`src/rtl/serial_comparator.sv`:
```
// Bit-serial magnitude comparator.
// Operand bit pairs arrive MSB-first, one pair per accepted beat. The first
// differing bit pair decides the result. Later pairs are still consumed so
// that the done pulse keeps a fixed beat count.
module serial_comparator #(
    parameter int WIDTH = 8
) (
    input  logic clk,
    input  logic rst_n,
    input  logic start,
    input  logic bit_valid,
    input  logic a_bit,
    input  logic b_bit,
    output logic busy,
    output logic done,
    output logic o1,
    output logic o2,
    output logic o3
);

    localparam int CW = (WIDTH > 2) ? $clog2(WIDTH) : 1;
    localparam logic [CW-1:0] LAST_IDX = CW'(WIDTH - 1);

    typedef enum logic [1:0] {
        S_IDLE  = 2'd0,
        S_SHIFT = 2'd1,
        S_DONE  = 2'd2
    } state_t;

    state_t        r_state;
    state_t        w_state_next;
    logic [CW-1:0] r_count;
    logic          r_gt;
    logic          r_lt;
    logic          r_o1;
    logic          r_o2;
    logic          r_o3;

    logic w_launch;
    logic w_accept;
    logic w_last;
    logic w_undecided;
    logic w_gt_fin;
    logic w_lt_fin;

    // A new comparison may only be launched outside SHIFT.
    assign w_launch    = start && (r_state != S_SHIFT);
    assign w_accept    = (r_state == S_SHIFT) && bit_valid;
    assign w_last      = w_accept && (r_count == LAST_IDX);
    assign w_undecided = ~(r_gt | r_lt);
    // Once a decision is made it is frozen; otherwise the current pair decides.
    assign w_gt_fin    = w_undecided ? (a_bit & ~b_bit) : r_gt;
    assign w_lt_fin    = w_undecided ? (~a_bit & b_bit) : r_lt;

    // State register.
    always_ff @(posedge clk or negedge rst_n) begin
        if (!rst_n) begin
            r_state <= S_IDLE;
        end else begin
            r_state <= w_state_next;
        end
    end

    // Next-state logic; DONE lasts one cycle and can chain straight into SHIFT.
    always_comb begin
        w_state_next = r_state;
        case (r_state)
            S_IDLE:  if (w_launch) w_state_next = S_SHIFT;
            S_SHIFT: if (w_last) w_state_next = S_DONE;
            S_DONE:  w_state_next = w_launch ? S_SHIFT : S_IDLE;
            default: w_state_next = S_IDLE;
        endcase
    end

    // Bit counter and running decision flags.
    always_ff @(posedge clk or negedge rst_n) begin
        if (!rst_n) begin
            r_count <= '0;
            r_gt    <= 1'b0;
            r_lt    <= 1'b0;
        end else if (w_launch) begin
            r_count <= '0;
            r_gt    <= 1'b0;
            r_lt    <= 1'b0;
        end else if (w_accept) begin
            r_count <= w_last ? '0 : r_count + 1'b1;
            r_gt    <= w_gt_fin;
            r_lt    <= w_lt_fin;
        end
    end

    // Result registers; updated only when the final bit folds in, held otherwise.
    always_ff @(posedge clk or negedge rst_n) begin
        if (!rst_n) begin
            r_o1 <= 1'b0;
            r_o2 <= 1'b0;
            r_o3 <= 1'b0;
        end else if (w_last) begin
            r_o1 <= w_gt_fin;
            r_o2 <= ~(w_gt_fin | w_lt_fin);
            r_o3 <= w_lt_fin;
        end
    end

    // Output decode straight from registered state and result flops.
    always_comb begin
        busy = (r_state == S_SHIFT);
        done = (r_state == S_DONE);
        o1   = r_o1;
        o2   = r_o2;
        o3   = r_o3;
    end

endmodule

```
`config.mk`:
```
export PLATFORM = sky130hd
export DESIGN_NAME = serial_comparator
export DESIGN_NICKNAME = d
export VERILOG_FILES = /design/src/rtl/serial_comparator.sv
export SDC_FILE = /design/constraint.sdc
export NUM_CORES = 1
export LEC_CHECK = 0
export BUFFER_PORTS_ARGS = -buffer_cell sky130_fd_sc_hd__clkbuf_2
export CAP_MARGIN = 20
export CORE_AREA = 2 2 39 41
export CTS_BUF_LIST = sky130_fd_sc_hd__clkbuf_8
export DETAILED_ROUTE_END_ITERATION = 8
export DIE_AREA = 0 0 41 43
export GPL_TIMING_DRIVEN = 0
export HOLD_SLACK_MARGIN = 0.08
export PLACE_DENSITY = 0.57
export SYNTH_ARGS = -nofsm -noshare
export SYNTH_HDL_FRONTEND = slang
export SYNTH_SLANG_ARGS = --single-unit
export TNS_END_PERCENT = 5
```
`constraint.sdc`:
```
create_clock -name clk -period 3.52 [get_ports clk]
set_clock_uncertainty 0.05 [all_clocks]
set_input_delay 1.056 -clock clk [delete_from_list [all_inputs] [get_ports clk]]
set_output_delay 1.056 -clock clk [all_outputs]
set_load 0.02 [all_outputs]
```
# == Yosys cells after proc, flatten, opt, wreduce, memory -nomap -nowiden ==
# Cells that the tools add are included.
# op_classes
n_reduce_logical,6
bitwise_logic,7
addsub,1
n_mux,13
eq_ne,6
# ops
cell,count
$mux 3,3
$mux 1,7
$pmux 2 s3,1
$mux 2,2
$ne 2x1->1 const B,2
$add 3x1->3 const B,1
$eq 3x3->1 const B,1
$logic_and 1x1->1,3
$not 1->1,3
$and 1x1->1,2
$eq 2x1->1 const B,1
$eq 2x2->1 const B,1
$logic_not 2->1,1
$ne 2x2->1 const B,1
$or 1x1->1,2
$reduce_and 2->1,1
$reduce_bool 2->1,1
# word_totals
input_bits,6
word_cells,40
reg_bits,10
output_inout_bits,5

# == Logic depth before layout (Yosys ltp) ==
# Gate-level depths: netlist of the first run.
# logic_depth
depth_word,6
mapped_depth,5
mapped_depth_nobuf,5

# == Worst setup path before layout of the first run ==
# OpenSTA, ideal clock, no wires.
# synth_timing
path_kind,register to output
start,reg r_state[1]
end,out busy
setup_slack_ps,1672
path_buffers,0
t_arrival_ps,742
required_time_ps,2414
path_stages_with_launch,3
path_cell_list,dfrtp_1 -> nand2b_1 -> inv_1
# synth_between
elab_chain_len,1
# synth_rtl
element,line,rtl
from (decl),30,state_t r_state;
from (signal assigned),60,r_state <= w_state_next;
$eq 2x1->1,107,busy = (r_state == S_SHIFT);
to (decl),14,"output logic busy,"
# No other way between the ends.

# == Final worst setup path of the first run ==
# Ends and elaborated chain as after synthesis.

==> qor.txt, run 1 <==
register bit total from synthesis: 10
Yosys warnings: 0
CTS Buf Count: 3
Max VDD drop: 0.358 mV
average routed wire per standard cell: 11.0 um
core box area: 0.00138 mm^2
layout cells sized above 1: 30.4%
first-pass GRT wire length: 1330 um
RSZ-0062 raised after global routing: no
min cycle time layout: 2.21 ns
final wirelength: 794 um
Final Cell Area: 591 um^2
length of routed met3 wiring: 77 um
Syn Area/Cell: 11.1 um^2
max frequency: 453 MHz
DPL Wire Length: 614 um
post-route setup slack: 1.31 ns
GRT Util Overall: 12.3%
placed cell areas: 536 um^2
Syn Inst Count: 42
M1 wire length: 392 um
FP Rows: 14
Worst-path clk slew: 0.05 ns
CTS tree: built
DRT iter0 DRCs: 7
I/O Pins: 11
sequential area share after synthesis: 53.8%
largest net degree at the start of global routing: 11
worst slew pin tran: 0.255 ns
vias in the first global route: 296
CTS resizes: 0
setup bufs post-CTS: 0
top cell type's share of synthesized area: 53.8%
crit end category: primary output
met2 wire len: 310 um
Max FO, Critical Path: 5
Die Y: 43 um
Pre-antenna DRT Iters: 4
Final nets: 65
top-count cell post-synth: dfrtp_1
diode count: 0
CTS H-tree depth: 1
pwr/cell area: 832 mW/mm^2
Data required, critical path: 2.41 ns
cell leakage power: 0.300 nW
via total after detailed routing: 344
initial antenna violation count: 0
clock sink count: 10
Min Hold Slack: 0.431 ns
Final Power: 0.000491 W
Crit path arrival time: 1.10 ns
Yosys cell types: 19
max cap viols: 0
setup tns final: 0 ns
Slew HR: 83.0%
synth cell count leaders: 10 x dfrtp_1, 5 x inv_1
ys flop type: dfrtp_1
Congestion Overflow GR: 0
total nets after synthesis: 50
mapped cell area: 465 um^2
hold buffer count at CTS: 0
final hold violations: 0
routability cong.: 0.693
pre-CTS setup slack: 1.54 ns
post-route antenna net violation count: 0
HP Class: reg -> reg
Synth area leader: dfrtp_1
number of enable flip-flop cells after synthesis: 0
clk root buf: clkbuf_8
final setup violation count: 0
Skew-Pair Late Insertion Delay: 0.24 ns
Initial Util: 33.6%
DR top layer: met4
status: finished, final reports clean
IO Port Bufs: 10
synthesis-to-finish area growth: 26.9%
Setup CP Type: reg -> out
Area contributors post-synth: dfrtp_1 54%, ha_1 5.4%, inv_1 4.0%, a22o_1 3.8%, o41ai_2 3.5%
Max Root-Sink Buffers: 2
Pins Over Slew Limit: 0
ys async rst share: 100%
width of the die: 41 um
Residual DRC: 0
DR vias/cell: 4.78
die area: 0.00176 mm^2
Tcrit/Tclk final: 62.7%
startpoint types: flop
## critical path, cell delays in order (launching register included)
cell and delay (ns):
dfrtp_1 0.38, nand2b_1 0.22, inv_1 0.10, clkbuf_2 0.17
## logic make-up (layout without fill, tap and decap cells)
logic type / Yosys count / count (layout) / share of synthesized area [%]
fa+ha+maj: 2 / 2 / 5.38
compound gates: 13 / 13 / 20.7
buf+inv: 5 / 19 / 4.03
xor+xnor: 1 / 1 / 1.88
flops: 10 / 10 / 53.8
simple gates: 11 / 11 / 14.2
## stage by stage
| step | utilization [%] | instances |
|---|---|---|
| after detailed placement | 38.7 | 68 |
| final | 42.7 | 72 |
| after global routing | 42.7 | 72 |
| after floorplan | - | 42 |
| after global placement | 38.7 | 68 |
| after CTS | 42.7 | 72 |
## state kept, by name, summed over array words and instances, names as in the netlist
name / flops
r_state: 2
r_lt: 1
o1: 1
o3: 1
r_gt: 1
r_count: 3
o2: 1
## worst paths after layout
check                      slack (ns)         end  startpoint  cells after the start
setup / recovery                 1.31        busy  r_state[1]                      3
hold / removal                   0.43          o1          o1                      2
setup reg to reg                 2.09          o2  r_count[0]                      4
hold reg to reg                  0.43          o1          o1                      2
max in group asynchronous        2.58  r_state[1]       rst_n                      1
min in group asynchronous        0.63          o3       rst_n                      1
## layout make-up
class | instances | area, um^2
repair buffers | 10 | 50.0
well taps | 16 | 20.0
flip-flops and latches | 10 | 250
inverters | 5 | 18.8
fillers | 135 | 793
clock buffers | 4 | 55.1
multi-input cells | 27 | 196
## layout by cell type (no fill, tap or decap)
cell type / n
clkbuf_2: 10
a22o_1: 2
nand2_1: 3
nor2b_1: 1
inv_1: 5
nor2_1: 3
nand2b_1: 1
ha_1: 2
o41ai_2: 1
a21oi_1: 3
xor2_1: 1
o21ai_0: 3
dfrtp_1: 10
o22ai_1: 1
clkbuf_8: 4
and3b_1: 1
nor3b_1: 1
a21oi_2: 1
o31ai_1: 1
nand4b_2: 1
a32o_1: 1
## power breakdown
part	total [W]	internal [W]	switching, W
combinational	0.000155	0.0000661	0.0000886
sequential	0.000196	0.000161	0.0000350
clock	0.000141	0.0000981	0.0000428
total	0.000491	0.000325	0.000166
## layer usage
layer	track usage [%]	vias to the layer above
met2	14.1	12
met5	0	-
li1	-	177
met3	7.85	2
met1	17.6	153
met4	6.00	0
(Power assumes the default switching activity.)
==> run 2: changes to the inputs <==
--- a/config.mk
+++ b/config.mk
@@ -5,6 +5,7 @@
 export SDC_FILE = /design/constraint.sdc
 export NUM_CORES = 1
 export LEC_CHECK = 0
+export ABC_AREA = 1
 export BUFFER_PORTS_ARGS = -buffer_cell sky130_fd_sc_hd__clkbuf_2
 export CAP_MARGIN = 20
 export CORE_AREA = 2 2 39 41
@@ -13,7 +14,7 @@
 export DIE_AREA = 0 0 41 43
 export GPL_TIMING_DRIVEN = 0
 export HOLD_SLACK_MARGIN = 0.08
-export PLACE_DENSITY = 0.57
+export PLACE_DENSITY = 0.58
 export SYNTH_ARGS = -nofsm -noshare
 export SYNTH_HDL_FRONTEND = slang
 export SYNTH_SLANG_ARGS = --single-unit
==> constraint.sdc (replaced) <==
create_clock -name clk -period 2.1 [get_ports clk]
set_clock_uncertainty 0.05 [all_clocks]
set_input_delay 0.63 -clock clk [delete_from_list [all_inputs] [get_ports clk]]
set_output_delay 0.63 -clock clk [all_outputs]
set_load 0.02 [all_outputs]
==> run 2 against run 1 <==
- design area rose by 1.5%
- register-to-register slack got worse by 1.3 ns
- critical path type unchanged
- hold slack got worse by 0.22 ns
- area after synthesis rose by 1.9%
- synthesized cell count rose by 31%
- global-route usage fell by 0.71 points
- largest cell class unchanged
- utilization rose by 0.63 points
- first-iteration DRC count fell by 14%
==> qor.txt, run 2 <==
Slowest-stage cell, CP: dfrtp_1
sw frac: 35.4%
Pins Over Slew Limit: 0
RR Startpoint: r_count[0]
ys async rst share: 100%
width of the die: 41 um
GRT Util Overall: 11.6%
total net switching power: 0.000291 W
internal power: 0.000531 W
top-count cell post-synth: nand2_1
ys flop type: dfrtp_1
number of enable flip-flop cells after synthesis: 0
post-route antenna net violation count: 0
Max VDD drop: 0.460 mV
DPL Wire Length: 635 um
area of the multi-input gates: 186 um^2
core box area: 0.00138 mm^2
final hold violations: 0
Syn Inst Count: 55
top cell type's share of synthesized area: 52.8%
via total after detailed routing: 373
Reg power frac: 38.2%
Final nets: 78
layout cells sized above 1: 29.0%
Seq. cell area: 250 um^2
HP Class: in -> async
DR vias/cell: 4.39
vias in the first global route: 314
clk root buf: clkbuf_8
min cycle time layout: 1.68 ns
I/O Pins: 11
Area contributors post-synth: dfrtp_1 53%, nand2_1 12%, inv_1 5.5%, ha_1 5.3%, nand3_1 4.2%
Layout Cells excl Fill: 85
fillers: 146
crit path from: r_state[0]
number of flip-flops in the largest register: 3
Initial Util: 34.3%
placed cell areas: 544 um^2
Residual DRC: 0
Max Root-Sink Buffers: 2
crit-path cells: nand2_2 -> inv_1 -> clkbuf_2
Syn Area/Cell: 8.62 um^2
pwr/cell area: 1370 mW/mm^2
critical path's top delay family: flip-flops
average routed wire per standard cell: 9.79 um
clock sink count: 10
max frequency: 595 MHz
CTS resizes: 0
IO Port Bufs: 10
crit end category: primary output
Setup CP Type: reg -> out
Yosys warnings: 0
total nets after synthesis: 63
Pre-antenna DRT Iters: 4
setup bufs post-CTS: 0
Die Y: 43 um
Slew HR: 82.4%
FP Rows: 14
Reg with most FFs: r_count
dpl cells: 81
Congestion Overflow GR: 0
synthesis-to-finish area growth: 26.4%
routability cong.: 0.784
Synth area leader: dfrtp_1
synth cell count leaders: 15 x nand2_1, 10 x dfrtp_1, 7 x inv_1, 4 x nand3_1, 4 x nor2_1
combinational power share: 32.8%
CTS Buf Count: 3
first-pass GRT wire length: 1280 um
max cap viols: 0
DRT iter0 DRCs: 6
mapped cell area: 474 um^2
most frequent cells in the layout: 15 x nand2_1, 10 x clkbuf_2, 10 x dfrtp_1
Data required, critical path: 1.42 ns
sequential area share after synthesis: 52.8%
diode count: 0
WP buf/inv: 2
status: finished, final reports clean
largest net degree at the start of global routing: 11
final wirelength: 832 um
final setup violation count: 0
Yosys cell types: 16
initial antenna violation count: 0
startpoint types: flop
RSZ-0062 raised after global routing: no
top flop regs: r_count x3, r_state x2
commonest non-fill, non-tap cell in the layout: nand2_1
CTS tree: built
Skew-Pair Late Insertion Delay: 0.23 ns
power share of the clock group: 29.0%
Worst-path clk slew: 0.05 ns
CP peak stage delay: 0.45 ns
die area: 0.00176 mm^2
hold buffer count at CTS: 0
Max FO, Critical Path: 5
CTS H-tree depth: 1
Final Cell Area: 599 um^2
worst slew pin tran: 0.264 ns
Crit path arrival time: 1.00 ns
register bit total from synthesis: 10
cell leakage power: 0.337 nW
Final Power: 0.000823 W
Tcrit/Tclk final: 80.0%
setup tns final: 0 ns
-- run 2: cell types whose count changed in the layout (fill, tap and decap cells not counted), sizes merged, moves of 2 or more --
cell / change
nand2: +14
nand3: +5
inv: +4
a21oi: -2
a22o: -2
nand4: +2
o21ai: -2
-- run 2: final cells by class --
class                      count  share of cell area [%]
sequential                    10                    41.8
multi-input combinational     35                    31.1
clock buffer                   4                    9.19
timing repair buffer          10                    8.35
inverter                      10                    6.26
tap                           16                    3.34
-- run 2: worst reg2reg max path, delay by kind of cell, from the launching register on --
| kind | cells | cell delay (ns) |
|---|---|---|
| fa+ha+maj | 2 | 0.42 |
| flops | 1 | 0.39 |
| simple gates | 3 | 0.26 |
| buf+inv | 1 | 0.12 |
-- run 2: kinds of logic after synthesis --
family          Yosys count  synth area share, %
compound gates            4                 4.49
buf+inv                  10                 7.92
flops                    10                 52.8
fa+ha+maj                 2                 5.28
simple gates             29                 29.6
-- run 2: worst paths after layout --
check                              to  slack, ns  depth (start not counted)
setup reg to reg                   o1       0.75                          6
setup / recovery                 busy       0.42                          3
hold reg to reg                    o1       0.42                          2
max in group asynchronous          o2       1.58                          1
min in group clk                   o1       0.42                          2
hold / removal             r_state[1]       0.21                          1
-- run 2: through the flow --
stage	hold slack, ns	setup WS [ns]	utilization, %
floorplan	0.284	0.687	-
global placement	0.411	0.687	39.3
detailed placement	0.415	0.669	39.3
CTS	0.212	0.409	43.3
global route	0.212	0.357	43.3
finish	0.207	0.420	43.3
-- run 2: per-layer routing --
layer  vias up  part of all wire [%]  global-route usage [%]  routed length (um)
li1        203                     -                       -                   -
met1       163                    48                    14.1                 401
met2         7                    47                    15.0                 394
met3         0                   4.3                    7.85                  36
met4         0                     0                    6.00                   0
met5         -                     0                       0                   0
-- run 2: power groups by stage --
| stage | clock [W] | combinational, W | sequential (W) |
|---|---|---|---|
| floorplan | 0 | 0.000166 | 0.000343 |
| global placement | 0 | 0.000267 | 0.000315 |
| detailed placement | 0 | 0.000275 | 0.000318 |
| CTS | 0.000247 | 0.000276 | 0.000315 |
| global route | 0.000265 | 0.000306 | 0.000326 |
| finish | 0.000238 | 0.000270 | 0.000314 |
==> run 3: changes to the inputs <==
==> constraint.sdc (replaced) <==
create_clock -name clk -period 1.6 [get_ports clk]
set_clock_uncertainty 0.05 [all_clocks]
set_input_delay 0.48 -clock clk [delete_from_list [all_inputs] [get_ports clk]]
set_output_delay 0.48 -clock clk [all_outputs]
set_load 0.02 [all_outputs]
==> run 3 against run 2 <==
- utilization is 0.72 points higher
- non-clock buffer count rose by 1
- power grew 31%
- design area up 1.7%
- die area is the same
- sequential power increased by 31%
- first-iteration DRC count is the same
- largest power group unchanged
- sequential cell count is the same
- count of clock-buffer cells in the layout unchanged
- hold slack improved by 0.22 ns
- critical endpoint unchanged
- combinational power up 32%
==> qor.txt, run 3 (synthesized netlist as in run 2, its figures left out) <==
Reg-to-Reg End: o1
synthesis-to-finish area growth: 28.5%
GRT Util Overall: 11.6%
die area: 0.00176 mm^2
largest net degree at the start of global routing: 11
HP Class: reg -> reg
IO Port Bufs: 10
Residual DRC: 0
M1 wire length: 399 um
end of the worst hold path: o1
top flop regs: r_count x3, r_state x2
CTS H-tree depth: 1
DR vias/cell: 4.38
Pins Over Slew Limit: 0
final setup violation count: 0
Congestion Overflow GR: 0
worst hold stages: 2
Max FO, Critical Path: 5
Core Util, Final: 44.0%
Pre-antenna DRT Iters: 4
RSZ-0062 raised after global routing: no
status: finished, final reports clean
CTS resizes: 0
routability cong.: 0.784
Die Y: 43 um
max cap viols: 0
post-route antenna net violation count: 0
clk root buf: clkbuf_8
length of routed met3 wiring: 36 um
placed cell areas: 544 um^2
Tcrit/Tclk final: 95.6%
startpoint types: flop
reg2reg setup slack: 0.25 ns
CTS Buf Count: 3
crit end category: primary output
via total after detailed routing: 377
pwr/cell area: 1770 mW/mm^2
min cycle time layout: 1.53 ns
Initial Util: 34.3%
RR Startpoint: r_count[0]
number of flip-flops in the largest register: 3
CTS tree: built
Seq. cell area: 250 um^2
fillers: 145
final wirelength: 832 um
layout cells sized above 1: 28.6%
Final nets: 79
Slew HR: 82.6%
Data required, critical path: 1.07 ns
commonest non-fill, non-tap cell in the layout: nand2_1
Worst-path clk slew: 0.05 ns
initial antenna violation count: 0
worst slew pin tran: 0.261 ns
area of the multi-input gates: 186 um^2
Setup CP Type: reg -> out
most frequent cells in the layout: 15 x nand2_1, 10 x clkbuf_2, 10 x dfrtp_1
first-pass GRT wire length: 1280 um
Crit path arrival time: 1.00 ns
FF-to-FF path depth: 6
vias in the first global route: 314
setup tns final: 0 ns
DR top layer: met3
met2 wire len: 395 um
setup bufs post-CTS: 0
FP Rows: 14
final hold violations: 0
core box area: 0.00138 mm^2
Reg with most FFs: r_count
cell leakage power: 0.341 nW
max frequency: 654 MHz
DPL Wire Length: 635 um
DRT iter0 DRCs: 6
dpl cells: 81
Skew-Pair Late Insertion Delay: 0.23 ns
I/O Pins: 11
Max Root-Sink Buffers: 2
min-delay src: o1
diode count: 0
width of the die: 41 um
Max VDD drop: 0.604 mV
clock sink count: 10
Layout Cells excl Fill: 86
average routed wire per standard cell: 9.67 um
Final Cell Area: 609 um^2
[run 3: worst max path at each step]
stage	startpoint	endpoint	slack (ns)	depth (start not counted)
floorplan	r_state[0]	done	0.34	1
global placement	r_count[0]	o1	0.26	6
detailed placement	r_count[0]	o1	0.25	6
CTS	r_state[0]	busy	0.06	3
global route	r_state[0]	busy	0.007	3
finish	r_state[0]	busy	0.07	3
[run 3: worst max-delay path, stage by stage (launching register included)]
cell      delay (ns)
dfrtp_1         0.45
nand2_2         0.10
inv_1           0.06
clkbuf_2        0.16
[run 3: where the power goes]
group          leakage, nW  total, W  switching (W)  internal [W]
Combinational        0.184  0.000356       0.000223      0.000134
Sequential           0.128  0.000412      0.0000633      0.000349
Clock               0.0288  0.000313      0.0000967      0.000216
Total                0.341   0.00108       0.000383      0.000699
[run 3: cell type report]
type	instances	area share (%)
flip-flops and latches	10	41.1
multi-input cells	35	30.6
repair buffers	11	9.86
clock buffers	4	9.03
inverters	10	6.16
well taps	16	3.29
[run 3: timing repair]
item	4_1_cts	5_1_grt
endpoints found under the setup margin	0	0
hold buffers	1	0
hold endpoints to repair	10	0
[run 3: routing by layer]
layer | track usage, % | vias to the layer above
met5 | 0 | -
met4 | 6.00 | 0
met3 | 7.85 | 0
met2 | 15.0 | 7
met1 | 14.1 | 165
li1 | - | 205
[run 3: stage by stage]
| step | power [W] | hold slack [ns] | worst slack, ns |
|---|---|---|---|
| floorplan | 0.000668 | 0.134 | 0.337 |
| global placement | 0.000764 | 0.312 | 0.256 |
| detailed placement | 0.000779 | 0.315 | 0.251 |
| CTS | 0.00110 | 0.429 | 0.0588 |
| global route | 0.00118 | 0.447 | 0.00662 |
| finish | 0.00108 | 0.425 | 0.0702 |
